===== src/rtl/fetch_ctrl.sv =====
// Instruction fetch controller: credit-limited request issue, in-order PC tag queue,
// DEPTH-entry instruction buffer and redirect flush of stale in-flight responses.
module fetch_ctrl #(
  parameter logic [31:0] RESET_PC = 32'h0000_0000,
  parameter int          DEPTH    = 2
) (
  input  logic        clk,
  input  logic        rst,
  input  logic        redirect_i,
  input  logic [31:0] redirect_pc_i,
  output logic        imem_req_o,
  output logic [31:0] imem_addr_o,
  input  logic        imem_gnt_i,
  input  logic        imem_rvalid_i,
  input  logic [31:0] imem_rdata_i,
  output logic        inst_valid_o,
  output logic [31:0] inst_o,
  output logic [31:0] inst_pc_o,
  input  logic        inst_ready_i
);
  localparam int CW = $clog2(DEPTH + 1);
  localparam int PW = $clog2(DEPTH);

  typedef enum logic {RUN, FLUSH} state_e;

  state_e                   state_q, state_d;
  logic [31:0]              pc_q, pc_d;
  logic [CW-1:0]            out_q, out_d, disc_q, disc_d, cnt_q, cnt_d;
  logic [PW-1:0]            tw_q, tw_d, tr_q, tr_d, fw_q, fw_d, fr_q, fr_d;
  logic [DEPTH-1:0][31:0]   tag_q, tag_d, inst_q, inst_d, ipc_q, ipc_d;
  logic [CW:0]              credits;
  logic                     grant, push, pop;

  function automatic logic [PW-1:0] inc(input logic [PW-1:0] p);
    return (p == PW'(DEPTH - 1)) ? '0 : p + PW'(1);
  endfunction

  assign credits      = {1'b0, out_q} + {1'b0, cnt_q};
  assign imem_req_o   = (state_q == RUN) & ~rst & ~redirect_i & (credits < (CW+1)'(DEPTH));
  assign imem_addr_o  = pc_q;
  assign inst_valid_o = (cnt_q != '0);
  assign inst_o       = inst_q[fr_q];
  assign inst_pc_o    = ipc_q[fr_q];

  assign grant = imem_req_o & imem_gnt_i;
  assign push  = imem_rvalid_i & (state_q == RUN) & ~redirect_i;
  assign pop   = inst_valid_o & inst_ready_i;

  always_comb begin
    state_d = state_q;
    pc_d    = pc_q;
    disc_d  = disc_q;
    tw_d    = tw_q;
    tr_d    = tr_q;
    fw_d    = fw_q;
    fr_d    = fr_q;
    tag_d   = tag_q;
    inst_d  = inst_q;
    ipc_d   = ipc_q;
    out_d   = out_q + CW'(grant) - CW'(imem_rvalid_i);
    cnt_d   = cnt_q + CW'(push) - CW'(pop);

    // Tag queue tracks every granted fetch, including ones later discarded.
    if (grant) begin
      tag_d[tw_q] = pc_q;
      tw_d        = inc(tw_q);
      pc_d        = pc_q + 32'd4;
    end
    if (imem_rvalid_i) tr_d = inc(tr_q);

    if (push) begin
      inst_d[fw_q] = imem_rdata_i;
      ipc_d[fw_q]  = tag_q[tr_q];
      fw_d         = inc(fw_q);
    end
    if (pop) fr_d = inc(fr_q);

    if (redirect_i) begin
      pc_d    = {redirect_pc_i[31:2], 2'b00};
      fw_d    = '0;
      fr_d    = '0;
      cnt_d   = '0;
      disc_d  = out_q - CW'(imem_rvalid_i);
      state_d = (disc_d != '0) ? FLUSH : RUN;
    end else if (state_q == FLUSH && imem_rvalid_i) begin
      disc_d = disc_q - CW'(1);
      if (disc_q == CW'(1)) state_d = RUN;
    end
  end

  always_ff @(posedge clk) begin
    if (rst) begin
      state_q <= RUN;
      pc_q    <= RESET_PC;
      out_q   <= '0;
      disc_q  <= '0;
      cnt_q   <= '0;
      tw_q    <= '0;
      tr_q    <= '0;
      fw_q    <= '0;
      fr_q    <= '0;
    end else begin
      state_q <= state_d;
      pc_q    <= pc_d;
      out_q   <= out_d;
      disc_q  <= disc_d;
      cnt_q   <= cnt_d;
      tw_q    <= tw_d;
      tr_q    <= tr_d;
      fw_q    <= fw_d;
      fr_q    <= fr_d;
    end
    tag_q  <= tag_d;
    inst_q <= inst_d;
    ipc_q  <= ipc_d;
  end
endmodule


===== config.mk =====
export PLATFORM = sky130hd
export DESIGN_NAME = fetch_ctrl
export DESIGN_NICKNAME = d
export VERILOG_FILES = /design/src/rtl/fetch_ctrl.sv
export SDC_FILE = /design/constraint.sdc
export NUM_CORES = 1
export LEC_CHECK = 0
export ABC_AREA = 1
export ABC_CLOCK_PERIOD_IN_PS = 4600
export CAP_MARGIN = 0
export CORE_ASPECT_RATIO = 0.8
export CORE_UTILIZATION = 25
export CTS_BUF_LIST = sky130_fd_sc_hd__clkbuf_8
export CTS_CLUSTER_SIZE = 25
export DETAILED_ROUTE_END_ITERATION = 16
export SLEW_MARGIN = 20
export SYNTH_ARGS = -nofsm -noshare
export SYNTH_HDL_FRONTEND = slang
export SYNTH_SLANG_ARGS = --single-unit

===== constraint.sdc =====
create_clock -name clk -period 4.6 [get_ports clk]
set_input_delay 0.92 -clock clk [delete_from_list [all_inputs] [get_ports clk]]
set_output_delay 0.92 -clock clk [all_outputs]
set_load 0.01 [all_outputs]

=== Yosys cells after proc, flatten, opt, wreduce, memory -nomap -nowiden ===
Index checks and enable logic that the tools add are counted.

* Word-level logic and storage cells: 81
* Register bits after elaboration: 235
* Memories kept: 0
* Memory bits (writable): 0
* Bits of input ports: 70
* Bits in latches: 0
* Output and inout bits: 98
* Bits in read-only memories: 0

* Div/mod/pow operators: 0
* $mul: 0
* Order comparisons: 7
* Equal/unequal tests: 1
* Multiplexer cells: 25
* Shift-type cells: 0
* Bitwise operators: 10
* Reductions and logical operators: 10
* Add/subtract/negate cells: 12

{| class="wikitable"
|+ Operator list
! operator !! count
|-
| two-way mux 32 bit || 10
|-
| bitwise mux 64 bit || 3
|-
| demux 32 bit (select 1 bit) || 2
|-
| adder 32 x 3 -> 32 bit, second input constant || 1
|-
| nonzero test 2 bit || 5
|-
| less-than comparator 1 x 2 -> 1 bit, second input constant || 4
|-
| two-way mux 1 bit || 8
|-
| AND 1 bit || 7
|-
| subtractor 2 x 1 -> 2 bit || 3
|-
| adder 1 bit, second input constant || 4
|-
| adder 2 x 1 -> 2 bit || 2
|-
| two-way mux 2 bit || 2
|-
| adder 2 x 2 -> 3 bit || 1
|-
| logical AND 1 bit || 3
|-
| less-than comparator 3 x 2 -> 1 bit, second input constant || 1
|-
| NOT 1 bit || 3
|-
| equality test 2 x 1 -> 1 bit, second input constant || 1
|-
| greater-or-equal comparator 1 bit, second input constant || 2
|-
| AND reduction 2 bit || 1
|-
| OR reduction 2 bit || 1
|-
| subtractor 2 x 1 -> 2 bit, second input constant || 1
|}

=== Depth between registers and ports, before layout ===
Gate-level depths: netlist of the first run.

* Depth after elaboration: 7
* Gate-level depth with buffers: 12
* Gate-level depth less buffers: 11

=== Worst setup path after synthesis of the first run ===
OpenSTA, ideal clock, no wires.

* Kind: input to register
* Start: input redirect_i
* End: register inst_q[0] (netlist name), enable pin
* Slack: 150 ps
* Setup time: 482 ps
* Stages on the path: 4
* Arrival time: 3968 ps
* Buffers on the path: 1
* Data required time: 4118 ps
* Path through: buf_4 > inv_1 > nand3_1 > nor2_1

* Word-level cells in the longest chain between the ends: 2

{| class="wikitable"
|+ Ends and longest elaborated chain
! what !! line !! text
|-
| from (decl) || 9 || <nowiki>input logic redirect_i,</nowiki>
|-
| NOT 1 bit || 46 || <nowiki>assign push = imem_rvalid_i & (state_q == RUN) & ~redirect_i;</nowiki>
|-
| AND 1 bit || 46 ||
|-
| to (signal assigned) || 114 || <nowiki>inst_q <= inst_d;</nowiki>
|-
| to (decl) || 30 || <nowiki>logic [DEPTH-1:0][31:0] tag_q, tag_d, inst_q, inst_d, ipc_q, ipc_d;</nowiki>
|}

No other way between the ends.
A chain may end at the register's enable or synchronous reset.

=== Worst setup path after layout of the first run ===
* Start: register fr_q
* End: output inst_o[22]

* Word-level cells in the longest chain between the ends: 2

{| class="wikitable"
|+ Ends and longest elaborated chain
! what !! line !! text
|-
| from (decl) || 29 || <nowiki>logic [PW-1:0] tw_q, tw_d, tr_q, tr_d, fw_q, fw_d, fr_q, fr_d;</nowiki>
|-
| from (signal assigned) || 111 || <nowiki>fr_q <= fr_d;</nowiki>
|-
| two-way mux 32 bit (not written as such) (2 in a row) || 42 || <nowiki>assign inst_o = inst_q[fr_q];</nowiki>
|-
| to (decl) || 17 || <nowiki>output logic [31:0] inst_o,</nowiki>
|}

No other way between the ends. The select of a mux whose other input is x is not followed.

==> flow_results.xml, run 1 <==
<?xml version="1.0" encoding="UTF-8"?>
<metrics>
  <group name="run_status">
    <metric name="outcome" unit="">complete, no violations</metric>
  </group>
  <group name="route">
    <metric name="vias_per_cell" unit="">4.18</metric>
    <metric name="drc" unit="">0</metric>
    <metric name="drtIter0Drc" unit="">464</metric>
    <metric name="totalWireLength" unit="mm">23.9</metric>
    <metric name="detailroute.via_count" unit="">6465</metric>
    <metric name="detail_route.first_pass.iterations" unit="">4</metric>
    <metric name="detail-route-antenna-nets" unit="">0</metric>
    <metric name="detail_route.wl_per_cell" unit="um">15.5</metric>
  </group>
  <group name="critical_path">
    <metric name="arrival_time_of_data_at_the_critical_path_endpoint" unit="ns">2.65</metric>
    <metric name="crit_required" unit="ns">3.68</metric>
    <metric name="worstSetupEndpointType" unit="">output port</metric>
    <metric name="worst_setup_path_start_kind" unit="">flop</metric>
    <metric name="path_class" unit="">flop to output port</metric>
    <metric name="worst-path-max-fanout" unit="">40</metric>
  </group>
  <group name="layout">
    <metric name="n_antenna_cell" unit="">0</metric>
    <metric name="postLayoutCellArea" unit="um2">12300</metric>
    <metric name="final_net_count" unit="">1116</metric>
    <metric name="fillCellCount" unit="">3732</metric>
    <metric name="mostFrequentLayoutCells" unit="">sky130_fd_sc_hd__nand2_1 (317), sky130_fd_sc_hd__edfxtp_1 (184), sky130_fd_sc_hd__clkdlybuf4s50_1 (161)</metric>
    <metric name="areaGrowthSynthToFinish" unit="%">30.6</metric>
    <metric name="layout.core_utilization" unit="%">33.2</metric>
    <metric name="fraction_of_layout_instances_using_a_drive_strength_above_1" unit="%">11.9</metric>
    <metric name="mostFrequentLayoutCell" unit="">sky130_fd_sc_hd__nand2_1</metric>
  </group>
  <group name="clock_tree">
    <metric name="post_cts.repair.setup_buffers" unit="">0</metric>
    <metric name="path_clk_slew" unit="ns">0.07</metric>
    <metric name="cts_resized" unit="">0</metric>
    <metric name="tritoncts_num_sinks" unit="">225</metric>
    <metric name="numCtsBuffers" unit="">37</metric>
    <metric name="clock_latency" unit="ns">0.54</metric>
    <metric name="cts_root_buf" unit="">sky130_fd_sc_hd__clkbuf_8</metric>
    <metric name="cts-root-to-sink-buffers" unit="">3</metric>
    <metric name="cts_tree" unit="">done</metric>
    <metric name="cts_hold_buffers" unit="">0</metric>
    <metric name="cts_htree_levels" unit="">2</metric>
  </group>
  <group name="global_routing">
    <metric name="grt_max_degree" unit="">63</metric>
    <metric name="overflow" unit="">0</metric>
    <metric name="number_of_antenna_violations_at_the_first_check_in_global_routing" unit="">0</metric>
    <metric name="global_route_wire_length_before_repair" unit="mm">36.6</metric>
    <metric name="grt_util_all_layers" unit="%">12.5</metric>
    <metric name="grt_pass1_vias" unit="">6294</metric>
  </group>
  <group name="pwr">
    <metric name="peak_ir_drop_on_the_vdd_network" unit="mV">0.152</metric>
    <metric name="leakage" unit="nW">4.67</metric>
    <metric name="powerDensity" unit="nW/um2">364</metric>
  </group>
  <group name="floorplanning">
    <metric name="fp-row-count" unit="">63</metric>
    <metric name="core" unit="um2">37100</metric>
    <metric name="io_pins" unit="">168</metric>
    <metric name="chipHeight" unit="um">176</metric>
    <metric name="die-width" unit="um">219</metric>
    <metric name="starting_density_of_the_core" unit="%">25.4</metric>
    <metric name="floorplan.die_area" unit="um2">38600</metric>
  </group>
  <group name="synthesis">
    <metric name="share_of_synthesized_flip_flops_with_an_asynchronous_set_or_reset" unit="%">0</metric>
    <metric name="synthDominantAreaCellType" unit="">sky130_fd_sc_hd__edfxtp_1</metric>
    <metric name="number_of_synthesized_flops_with_an_enable_pin" unit="">184</metric>
    <metric name="post_synth.cell_area_avg" unit="um2">11.1</metric>
    <metric name="yosys_most_used_dff" unit="">sky130_fd_sc_hd__edfxtp_1</metric>
    <metric name="synth_area_leaders" unit="">sky130_fd_sc_hd__edfxtp_1 (59%), sky130_fd_sc_hd__nand2_1 (13%), sky130_fd_sc_hd__dfxtp_1 (8.7%)</metric>
    <metric name="synth.yosys.seq_area_share" unit="%">67.2</metric>
    <metric name="post_synth_inst_count" unit="">854</metric>
    <metric name="postSynthRegisterBits" unit="">225</metric>
    <metric name="synth_top_cell_area_share" unit="%">58.5</metric>
    <metric name="syn_area" unit="um2">9440</metric>
    <metric name="synth-warning-count" unit="">0</metric>
    <metric name="synthDistinctLibCells" unit="">38</metric>
  </group>
  <group name="timing">
    <metric name="fin_skew" unit="ns">0.0259</metric>
    <metric name="timing.final.setup_violations" unit="">0</metric>
    <metric name="max_clock_freq" unit="MHz">280</metric>
    <metric name="transition_time_at_the_pin_with_the_least_slew_margin" unit="ns">0.858</metric>
    <metric name="finalHoldViolCount" unit="">0</metric>
    <metric name="final_report_max_slew_violation_count" unit="">0</metric>
    <metric name="final_critical_path_setup_slack" unit="ns">1.03</metric>
    <metric name="timing.final.crit_period" unit="ns">3.57</metric>
    <metric name="final.setup.tns" unit="ns">0</metric>
    <metric name="period_share" unit="%">77.7</metric>
    <metric name="timing.hold.ws" unit="ns">0.521</metric>
    <metric name="unrepaired_setup_endpoints_after_global_routing" unit="">no</metric>
    <metric name="worst_slew_margin_rel" unit="%">42.8</metric>
  </group>
  <group name="placement">
    <metric name="detailedPlace.worstSlack" unit="ns">1.16</metric>
    <metric name="detailedPlacementHpwl" unit="mm">16.3</metric>
    <metric name="gpl.final_weighted_congestion" unit="">0.808</metric>
    <metric name="detailed_place.area" unit="um2">11600</metric>
    <metric name="buffer_ports.inserted" unit="">161</metric>
  </group>
  <group name="flow_run">
    <metric name="max_cap_viols" unit="">0</metric>
  </group>
  <group name="hold_path">
    <metric name="worstHoldPathType" unit="">flop to flop</metric>
  </group>
</metrics>
## flip-flops by register name, indices dropped and copies added, names as in the netlist
signal and flops:
cnt_q 2, disc_q 2, fr_q 1, fw_q 1, imem_addr_o 30, inst_q 64, ipc_q 60, out_q 2
state_q 1, tag_q 60, tr_q 1, tw_q 1
## path summary, 6_finish.rpt
path | start | to | slack [ns] | depth (start not counted)
max | fr_q | inst_o[22] | 1.03 | 5
min | tr_q | tr_q | 0.52 | 2
max reg2reg | out_q[0] | tag_q[4] | 2.03 | 7
min reg2reg | tr_q | tr_q | 0.52 | 2
## cell families after synthesis
logic type | after synthesis | share of synthesized area (%)
adder cells (fa/ha/maj) | 8 | 1.14
AND/OR/NAND/NOR | 420 | 18.8
XOR/XNOR | 14 | 1.46
other | 1 | 0.0397
AO/OA/AOI/OAI | 61 | 3.47
flip-flops | 225 | 67.2
buffers and inverters | 95 | 4.29
multiplexers | 30 | 3.58
## through the flow
step                power, W  cells
floorplan            0.00258    857
global placement     0.00282   1486
detailed placement   0.00283   1486
CTS                  0.00456   1548
global route         0.00470   1548
finish               0.00449   1548
## area by class of cell
| class | instances | area (um2) | area share, % |
|---|---|---|---|
| repair buffers | 173 | 1700 | 13.8 |
| inverters | 64 | 241 | 1.96 |
| flip-flops and latches | 225 | 6350 | 51.5 |
| clock buffers | 42 | 578 | 4.69 |
| multi-input cells | 537 | 2720 | 22.1 |
| well taps | 487 | 609 | 4.94 |
| clock inverters | 20 | 135 | 1.10 |
## power breakdown
group	internal (W)	switching (W)	total, W
registers	0.00229	0.0000577	0.00234
clock network	0.000941	0.000769	0.00171
logic	0.000215	0.000221	0.000436
total	0.00344	0.00105	0.00449
## worst max-delay path: stages, from the launching register on
cell and delay, ns:
sky130_fd_sc_hd__dfxtp_2 0.32, sky130_fd_sc_hd__inv_2 0.59, sky130_fd_sc_hd__buf_4 0.42, sky130_fd_sc_hd__nand2_1 0.09
sky130_fd_sc_hd__nand2_1 0.10, sky130_fd_sc_hd__clkdlybuf4s50_1 0.56
## routing by layer
metal  share of wire (%)  GRT usage (%)  up-vias
met3                 6.6           3.10       34
met4                 1.9           3.79        0
met2                  46           19.9      199
li1                    -              -     3197
met5                   0              0        -
met1                  46           16.7     3035
## cells in the mapped netlist (2+ instances only)
library cell and instances:
sky130_fd_sc_hd__inv_1 58, sky130_fd_sc_hd__nor2_4 6, sky130_fd_sc_hd__buf_6 2, sky130_fd_sc_hd__xor2_2 2, sky130_fd_sc_hd__clkbuf_1 16, sky130_fd_sc_hd__o21ai_1 5
sky130_fd_sc_hd__a21oi_1 24, sky130_fd_sc_hd__nor2_8 2, sky130_fd_sc_hd__mux2_2 30, sky130_fd_sc_hd__nor2_1 43, sky130_fd_sc_hd__o21ai_0 20, sky130_fd_sc_hd__ha_1 7
sky130_fd_sc_hd__nand2_1 317, sky130_fd_sc_hd__buf_4 7, sky130_fd_sc_hd__a21oi_2 2, sky130_fd_sc_hd__buf_2 5, sky130_fd_sc_hd__a31oi_1 8, sky130_fd_sc_hd__nand3_1 33
sky130_fd_sc_hd__xnor2_1 3, sky130_fd_sc_hd__inv_2 5, sky130_fd_sc_hd__nand2_4 3, sky130_fd_sc_hd__and2_1 2, sky130_fd_sc_hd__dfxtp_1 41, sky130_fd_sc_hd__nand3_2 2
sky130_fd_sc_hd__or2_2 4, sky130_fd_sc_hd__nor3_1 3, sky130_fd_sc_hd__xor2_1 9, sky130_fd_sc_hd__nor2_2 2, sky130_fd_sc_hd__edfxtp_1 184
No activity file was read; power rests on OpenSTA's default activity.
==> inputs of run 2 (changes only) <==
--- a/config.mk
+++ b/config.mk
@@ -6,7 +6,7 @@
 export NUM_CORES = 1
 export LEC_CHECK = 0
 export ABC_AREA = 1
-export ABC_CLOCK_PERIOD_IN_PS = 4600
+export ABC_CLOCK_PERIOD_IN_PS = 3400
 export CAP_MARGIN = 0
 export CORE_ASPECT_RATIO = 0.8
 export CORE_UTILIZATION = 25
==> constraint.sdc (replaced) <==
create_clock -name clk -period 3.4 [get_ports clk]
set_input_delay 0.68 -clock clk [delete_from_list [all_inputs] [get_ports clk]]
set_output_delay 0.68 -clock clk [all_outputs]
set_load 0.01 [all_outputs]
==> flow_results.xml, run 2 (synthesis gave the netlist of run 1 again) <==
<?xml version="1.0" encoding="UTF-8"?>
<metrics>
  <group name="clock_tree">
    <metric name="tritoncts_num_sinks" unit="">225</metric>
    <metric name="clock_latency" unit="ns">0.54</metric>
    <metric name="path_clk_slew" unit="ns">0.06</metric>
    <metric name="cts_root_buf" unit="">sky130_fd_sc_hd__clkbuf_8</metric>
    <metric name="post_cts.repair.setup_buffers" unit="">0</metric>
    <metric name="numCtsBuffers" unit="">37</metric>
    <metric name="cts_hold_buffers" unit="">0</metric>
    <metric name="cts_htree_levels" unit="">2</metric>
    <metric name="cts_resized" unit="">0</metric>
    <metric name="cts-root-to-sink-buffers" unit="">3</metric>
    <metric name="cts_tree" unit="">done</metric>
  </group>
  <group name="flow_run">
    <metric name="max_cap_viols" unit="">0</metric>
  </group>
  <group name="hold_path">
    <metric name="worstHoldPathType" unit="">flop to flop</metric>
    <metric name="hold_path.startpoint" unit="">tw_q</metric>
    <metric name="min_delay_path_depth" unit="">2</metric>
    <metric name="holdPathEnd" unit="">tw_q</metric>
  </group>
  <group name="critical_path">
    <metric name="worst_r2r_start" unit="">cnt_q[0]</metric>
    <metric name="critPathMostFrequentCell" unit="">sky130_fd_sc_hd__nand2_1</metric>
    <metric name="crit_path_max_incr_delay" unit="ns">0.60</metric>
    <metric name="path_buf_inv" unit="">2</metric>
    <metric name="setup.reg_to_reg.worst_slack" unit="ns">1.04</metric>
    <metric name="worstSetupEndpointType" unit="">output port</metric>
    <metric name="critical_path.startpoint" unit="">fr_q</metric>
    <metric name="arrival_time_of_data_at_the_critical_path_endpoint" unit="ns">2.31</metric>
    <metric name="path_class" unit="">flop to output port</metric>
    <metric name="worst_setup_path_start_kind" unit="">flop</metric>
    <metric name="path_cells" unit="">buf_4, nand2_1, nand2_1, clkdlybuf4s50_1</metric>
    <metric name="worst-r2r-cell-count" unit="">11</metric>
    <metric name="worst_r2r_endpoint" unit="">out_q[1]</metric>
    <metric name="worst-path-max-fanout" unit="">62</metric>
    <metric name="worst_path_top_cell_family_by_delay" unit="">buffers and inverters</metric>
    <metric name="critPathSlowestCell" unit="">sky130_fd_sc_hd__clkdlybuf4s50_1</metric>
    <metric name="crit_required" unit="ns">2.72</metric>
  </group>
  <group name="route">
    <metric name="totalWireLength" unit="mm">23.6</metric>
    <metric name="detail_route.wl_per_cell" unit="um">15.2</metric>
    <metric name="drc" unit="">0</metric>
    <metric name="vias_per_cell" unit="">4.15</metric>
    <metric name="detail-route-antenna-nets" unit="">0</metric>
    <metric name="drtIter0Drc" unit="">481</metric>
    <metric name="detailroute.via_count" unit="">6455</metric>
    <metric name="detail_route.first_pass.iterations" unit="">5</metric>
  </group>
  <group name="layout">
    <metric name="largestRegisters" unit="">inst_q: 64 flops, ipc_q: 60 flops, tag_q: 60 flops</metric>
    <metric name="final-instance-count-excl-fill" unit="">1557</metric>
    <metric name="layout.core_utilization" unit="%">33.7</metric>
    <metric name="largest_register" unit="">inst_q</metric>
    <metric name="mostFrequentLayoutCells" unit="">sky130_fd_sc_hd__nand2_1 (317), sky130_fd_sc_hd__edfxtp_1 (184), sky130_fd_sc_hd__clkdlybuf4s50_1 (161)</metric>
    <metric name="postLayoutCellArea" unit="um2">12500</metric>
    <metric name="fraction_of_layout_instances_using_a_drive_strength_above_1" unit="%">12.5</metric>
    <metric name="largest_register_ff_count" unit="">64</metric>
    <metric name="areaGrowthSynthToFinish" unit="%">32.4</metric>
    <metric name="final_net_count" unit="">1119</metric>
    <metric name="mostFrequentLayoutCell" unit="">sky130_fd_sc_hd__nand2_1</metric>
  </group>
  <group name="timing">
    <metric name="max_clock_freq" unit="MHz">335</metric>
    <metric name="timing.final.setup_violations" unit="">0</metric>
    <metric name="unrepaired_setup_endpoints_after_global_routing" unit="">no</metric>
    <metric name="final_critical_path_setup_slack" unit="ns">0.413</metric>
    <metric name="fin_skew" unit="ns">0.0226</metric>
    <metric name="final_report_max_slew_violation_count" unit="">0</metric>
    <metric name="transition_time_at_the_pin_with_the_least_slew_margin" unit="ns">0.770</metric>
    <metric name="period_share" unit="%">87.9</metric>
    <metric name="finalHoldViolCount" unit="">0</metric>
    <metric name="worst_slew_margin_rel" unit="%">48.7</metric>
    <metric name="timing.hold.ws" unit="ns">0.520</metric>
    <metric name="timing.final.crit_period" unit="ns">2.99</metric>
  </group>
  <group name="pwr">
    <metric name="powerDensity" unit="nW/um2">512</metric>
    <metric name="p_switching" unit="W">0.00146</metric>
    <metric name="p_int" unit="W">0.00494</metric>
    <metric name="power_switching_share" unit="%">22.8</metric>
    <metric name="power.share.combinational" unit="%">9.2</metric>
    <metric name="seq_power_share" unit="%">49.6</metric>
    <metric name="leakage" unit="nW">4.74</metric>
    <metric name="peak_ir_drop_on_the_vdd_network" unit="mV">0.259</metric>
    <metric name="clock_power_share" unit="%">41.2</metric>
  </group>
  <group name="floorplanning">
    <metric name="fp-row-count" unit="">63</metric>
    <metric name="floorplan.die_area" unit="um2">38600</metric>
    <metric name="chipHeight" unit="um">176</metric>
    <metric name="core" unit="um2">37100</metric>
    <metric name="die-width" unit="um">219</metric>
    <metric name="starting_density_of_the_core" unit="%">25.4</metric>
    <metric name="io_pins" unit="">168</metric>
  </group>
  <group name="placement">
    <metric name="detailedPlace.worstSlack" unit="ns">0.560</metric>
    <metric name="detailed_place.area" unit="um2">11700</metric>
    <metric name="buffer_ports.inserted" unit="">161</metric>
    <metric name="place.detailed.instances" unit="">1489</metric>
    <metric name="gpl.final_weighted_congestion" unit="">0.795</metric>
    <metric name="detailedPlacementHpwl" unit="mm">16.1</metric>
  </group>
  <group name="global_routing">
    <metric name="grt_pass1_vias" unit="">6250</metric>
    <metric name="grt_max_degree" unit="">63</metric>
    <metric name="overflow" unit="">0</metric>
    <metric name="global_route_wire_length_before_repair" unit="mm">35.8</metric>
    <metric name="grt_util_all_layers" unit="%">12.3</metric>
    <metric name="number_of_antenna_violations_at_the_first_check_in_global_routing" unit="">2</metric>
  </group>
  <group name="run_status">
    <metric name="outcome" unit="">complete, no violations</metric>
  </group>
</metrics>
-- run 2: how the worst max path moves through the flow --
stage                          endpoint  slack [ns]  cells past startpoint
final                     inst_pc_o[12]        0.41                      4
after global routing      inst_pc_o[13]        0.22                      4
after floorplan               inst_q[0]       -0.81                      4
after global placement         cnt_q[1]        0.58                      9
after CTS                 inst_pc_o[12]        0.31                      4
after detailed placement       cnt_q[1]        0.56                      9
-- run 2: worst min-delay path: stages, from the launching register on --
cell and delay, ns:
sky130_fd_sc_hd__dfxtp_1 0.33, sky130_fd_sc_hd__nor2_1 0.10, sky130_fd_sc_hd__nor3_1 0.04
-- run 2: final cells by class --
| class | count | area (um2) |
|---|---|---|
| diodes | 2 | 5.00 |
| clock buffers | 40 | 551 |
| clock inverters | 26 | 273 |
| fillers | 3711 | 24600 |
| inverters | 64 | 241 |
| multi-input cells | 537 | 2720 |
| flip-flops and latches | 225 | 6350 |
| well taps | 487 | 609 |
| repair buffers | 176 | 1750 |
-- run 2: routing by layer --
metal / vias to the layer above / wire length, um / global-route usage, %
met4: 0 / 441 / 4.34
met2: 224 / 11000 / 20.0
met3: 32 / 1920 / 3.45
li1: 3210 / - / -
met5: - / 0 / 0
met1: 2989 / 10200 / 15.5
-- run 2: stage by stage --
stage | power [W] | setup TNS [ns]
2_1_floorplan | 0.00349 | -100.45
3_3_place_gp | 0.00381 | 0
3_5_place_dp | 0.00383 | 0
4_1_cts | 0.00649 | 0
5_1_grt | 0.00668 | 0
6_report | 0.00639 | 0
-- run 2: power groups by stage --
stage / registers (W) / clock network, W / logic (W)
6_report: 0.00317 / 0.00263 / 0.000590
5_1_grt: 0.00318 / 0.00285 / 0.000649
4_1_cts: 0.00317 / 0.00272 / 0.000604
3_5_place_dp: 0.00323 / 0 / 0.000601
3_3_place_gp: 0.00322 / 0 / 0.000590
2_1_floorplan: 0.00322 / 0 / 0.000277
==> patch (config.mk and constraints of run 1) <==
Change the parameter `DEPTH` from 2 to 4.
--- a/src/rtl/fetch_ctrl.sv
+++ b/src/rtl/fetch_ctrl.sv
@@ -4,3 +4,3 @@
   parameter logic [31:0] RESET_PC = 32'h0000_0000,
-  parameter int          DEPTH    = 2
+  parameter int          DEPTH    = 4
 ) (
Check against the original RTL: not equivalent (a bounded check fails within 4 cycles, from zero or initial values and one cycle with rst high).
==> patch against run 1 <==
  * Final cell count grew 64%
  * Total power grew 84%
  * Design area rose by 69%
  * Largest cell class unchanged
  * Sequential cell count up 191
  * Area after synthesis rose by 79%
  * Routed wire length rose by 75%
  * Sequential power is 85% higher
  * Setup slack got worse by 0.57 ns
  * Utilization is 1.8 points lower
  * Combinational power increased by 79%
  * Critical path depth rose by 1
  * Non-clock buffer count is 12 higher
  * Fmax is 14% lower
==> patch: results (changes against run 1) <==
stage,metric,value,unit,change
setup_path,timing.rr.start,out_q[2]$_SDFF_PP0_,,
yosys,ys_types,35,,-7.9%
global_route,grt_max_degree,66,,+4.8%
placement,post-place-cells,2411,,+62%
yosys,yosys-top-cells-area,"edfxtp_1, o21ai_0, nor2_1, dfxtp_1, o22ai_1",,
setup_path,startpoint,fr_q[0]$_SDFFE_PP0P_,,
global_route,grt_pass1_wl,62800,µm,+72%
detailed_routing,avgRoutedWirePerCell,16.5,µm,+6.8%
setup_path,path_max_fanout,48,,+20%
detailed_routing,firstDrtPassIters,5,,+1
final_layout,reg_top3,"inst_q (128), ipc_q (120), tag_q (120)",,
detailed_routing,drt_iter0_drc,752,,+62%
placement,preCtsSetupSlack,1.05,ns,-0.115 ns
detailed_routing,viasPerCell,4.49,,+7.5%
clock_network,clock-sinks,416,,+85%
sta,post-route-min-period,4.14,ns,+0.570 ns
clock_network,cts_buffers,69,,+86%
setup_path,reg2reg_slack,2.21,ns,+0.18 ns
setup_path,r2r_cells,11,,+4
placement,dp_hpwl,25100,µm,+54%
min_path,min_from,disc_q[1]$_SDFFE_PP0P_,,
setup_path,slowest_stage,clkinv_2,,
setup_path,endpoint,inst_o[12],,
global_route,grtUsageTotal,0.121,,-0.00424
yosys,synth_seq_area_share,0.711,,+0.0394
final_layout,layout.cells.non_filler,2534,,+64%
power,p_leak,7.09,nW,+52%
status,outcome,completed,,
-- patch: cell count changes after synthesis, moves of 30 or more --
cell      before  now
mux2_2        30    0
o21ai_0       20  202
edfxtp_1     184  368
o22ai_1        0   92
nand2_1      317  148
nor2_1        43  264
clkbuf_1      16   55
-- patch: worst min-delay path by stage --
stage	endpoint	slack, ns	cells past startpoint
after floorplan	disc_q[1]$_SDFFE_PP0P_	0.44	2
after global placement	disc_q[1]$_SDFFE_PP0P_	0.46	2
after detailed placement	disc_q[1]$_SDFFE_PP0P_	0.46	2
after CTS	disc_q[1]$_SDFFE_PP0P_	0.46	2
after global routing	disc_q[1]$_SDFFE_PP0P_	0.48	2
final	disc_q[1]$_SDFFE_PP0P_	0.46	2
-- patch: routing by layer --
layer  track usage  share of wire  vias to the layer above
met3        0.0352          0.071                       56
li1              -              -                     5479
met1         0.167           0.48                     5504
met2         0.185           0.44                      338
met4        0.0319          0.016                        0
met5             0              0                        -
-- patch: power groups by stage --
stage / clock network, mW / registers, mW / logic (mW)
after global placement: 0 / 4.41 / 0.775
after CTS: 3.23 / 4.34 / 0.796
after floorplan: 0 / 4.39 / 0.401
after detailed placement: 0 / 4.42 / 0.792
final: 3.12 / 4.34 / 0.782
after global routing: 3.39 / 4.36 / 0.868
-- patch: logic make-up after synthesis --
group                      Yosys count  share of synthesized area
and+or+nand+nor                    483                      0.115
xor gates and xnor gates            11                    0.00571
adders and majority gates           23                     0.0179
DFF                                416                      0.711
buffers and inverters              167                     0.0408
other                                1                   0.000222
AOI/OAI and AO/OA                  341                      0.109
-- patch: final cells by class --
type,count,area [µm²]
Clock buffer,71,977
Inverter,88,333
Fill cell,6679,45400
Multi-Input combinational cell,862,4230
Sequential cell,416,12000
Clock inverter,51,329
Tap cell,860,1080
Timing Repair Buffer,185,1850
Antenna cell,1,2.50
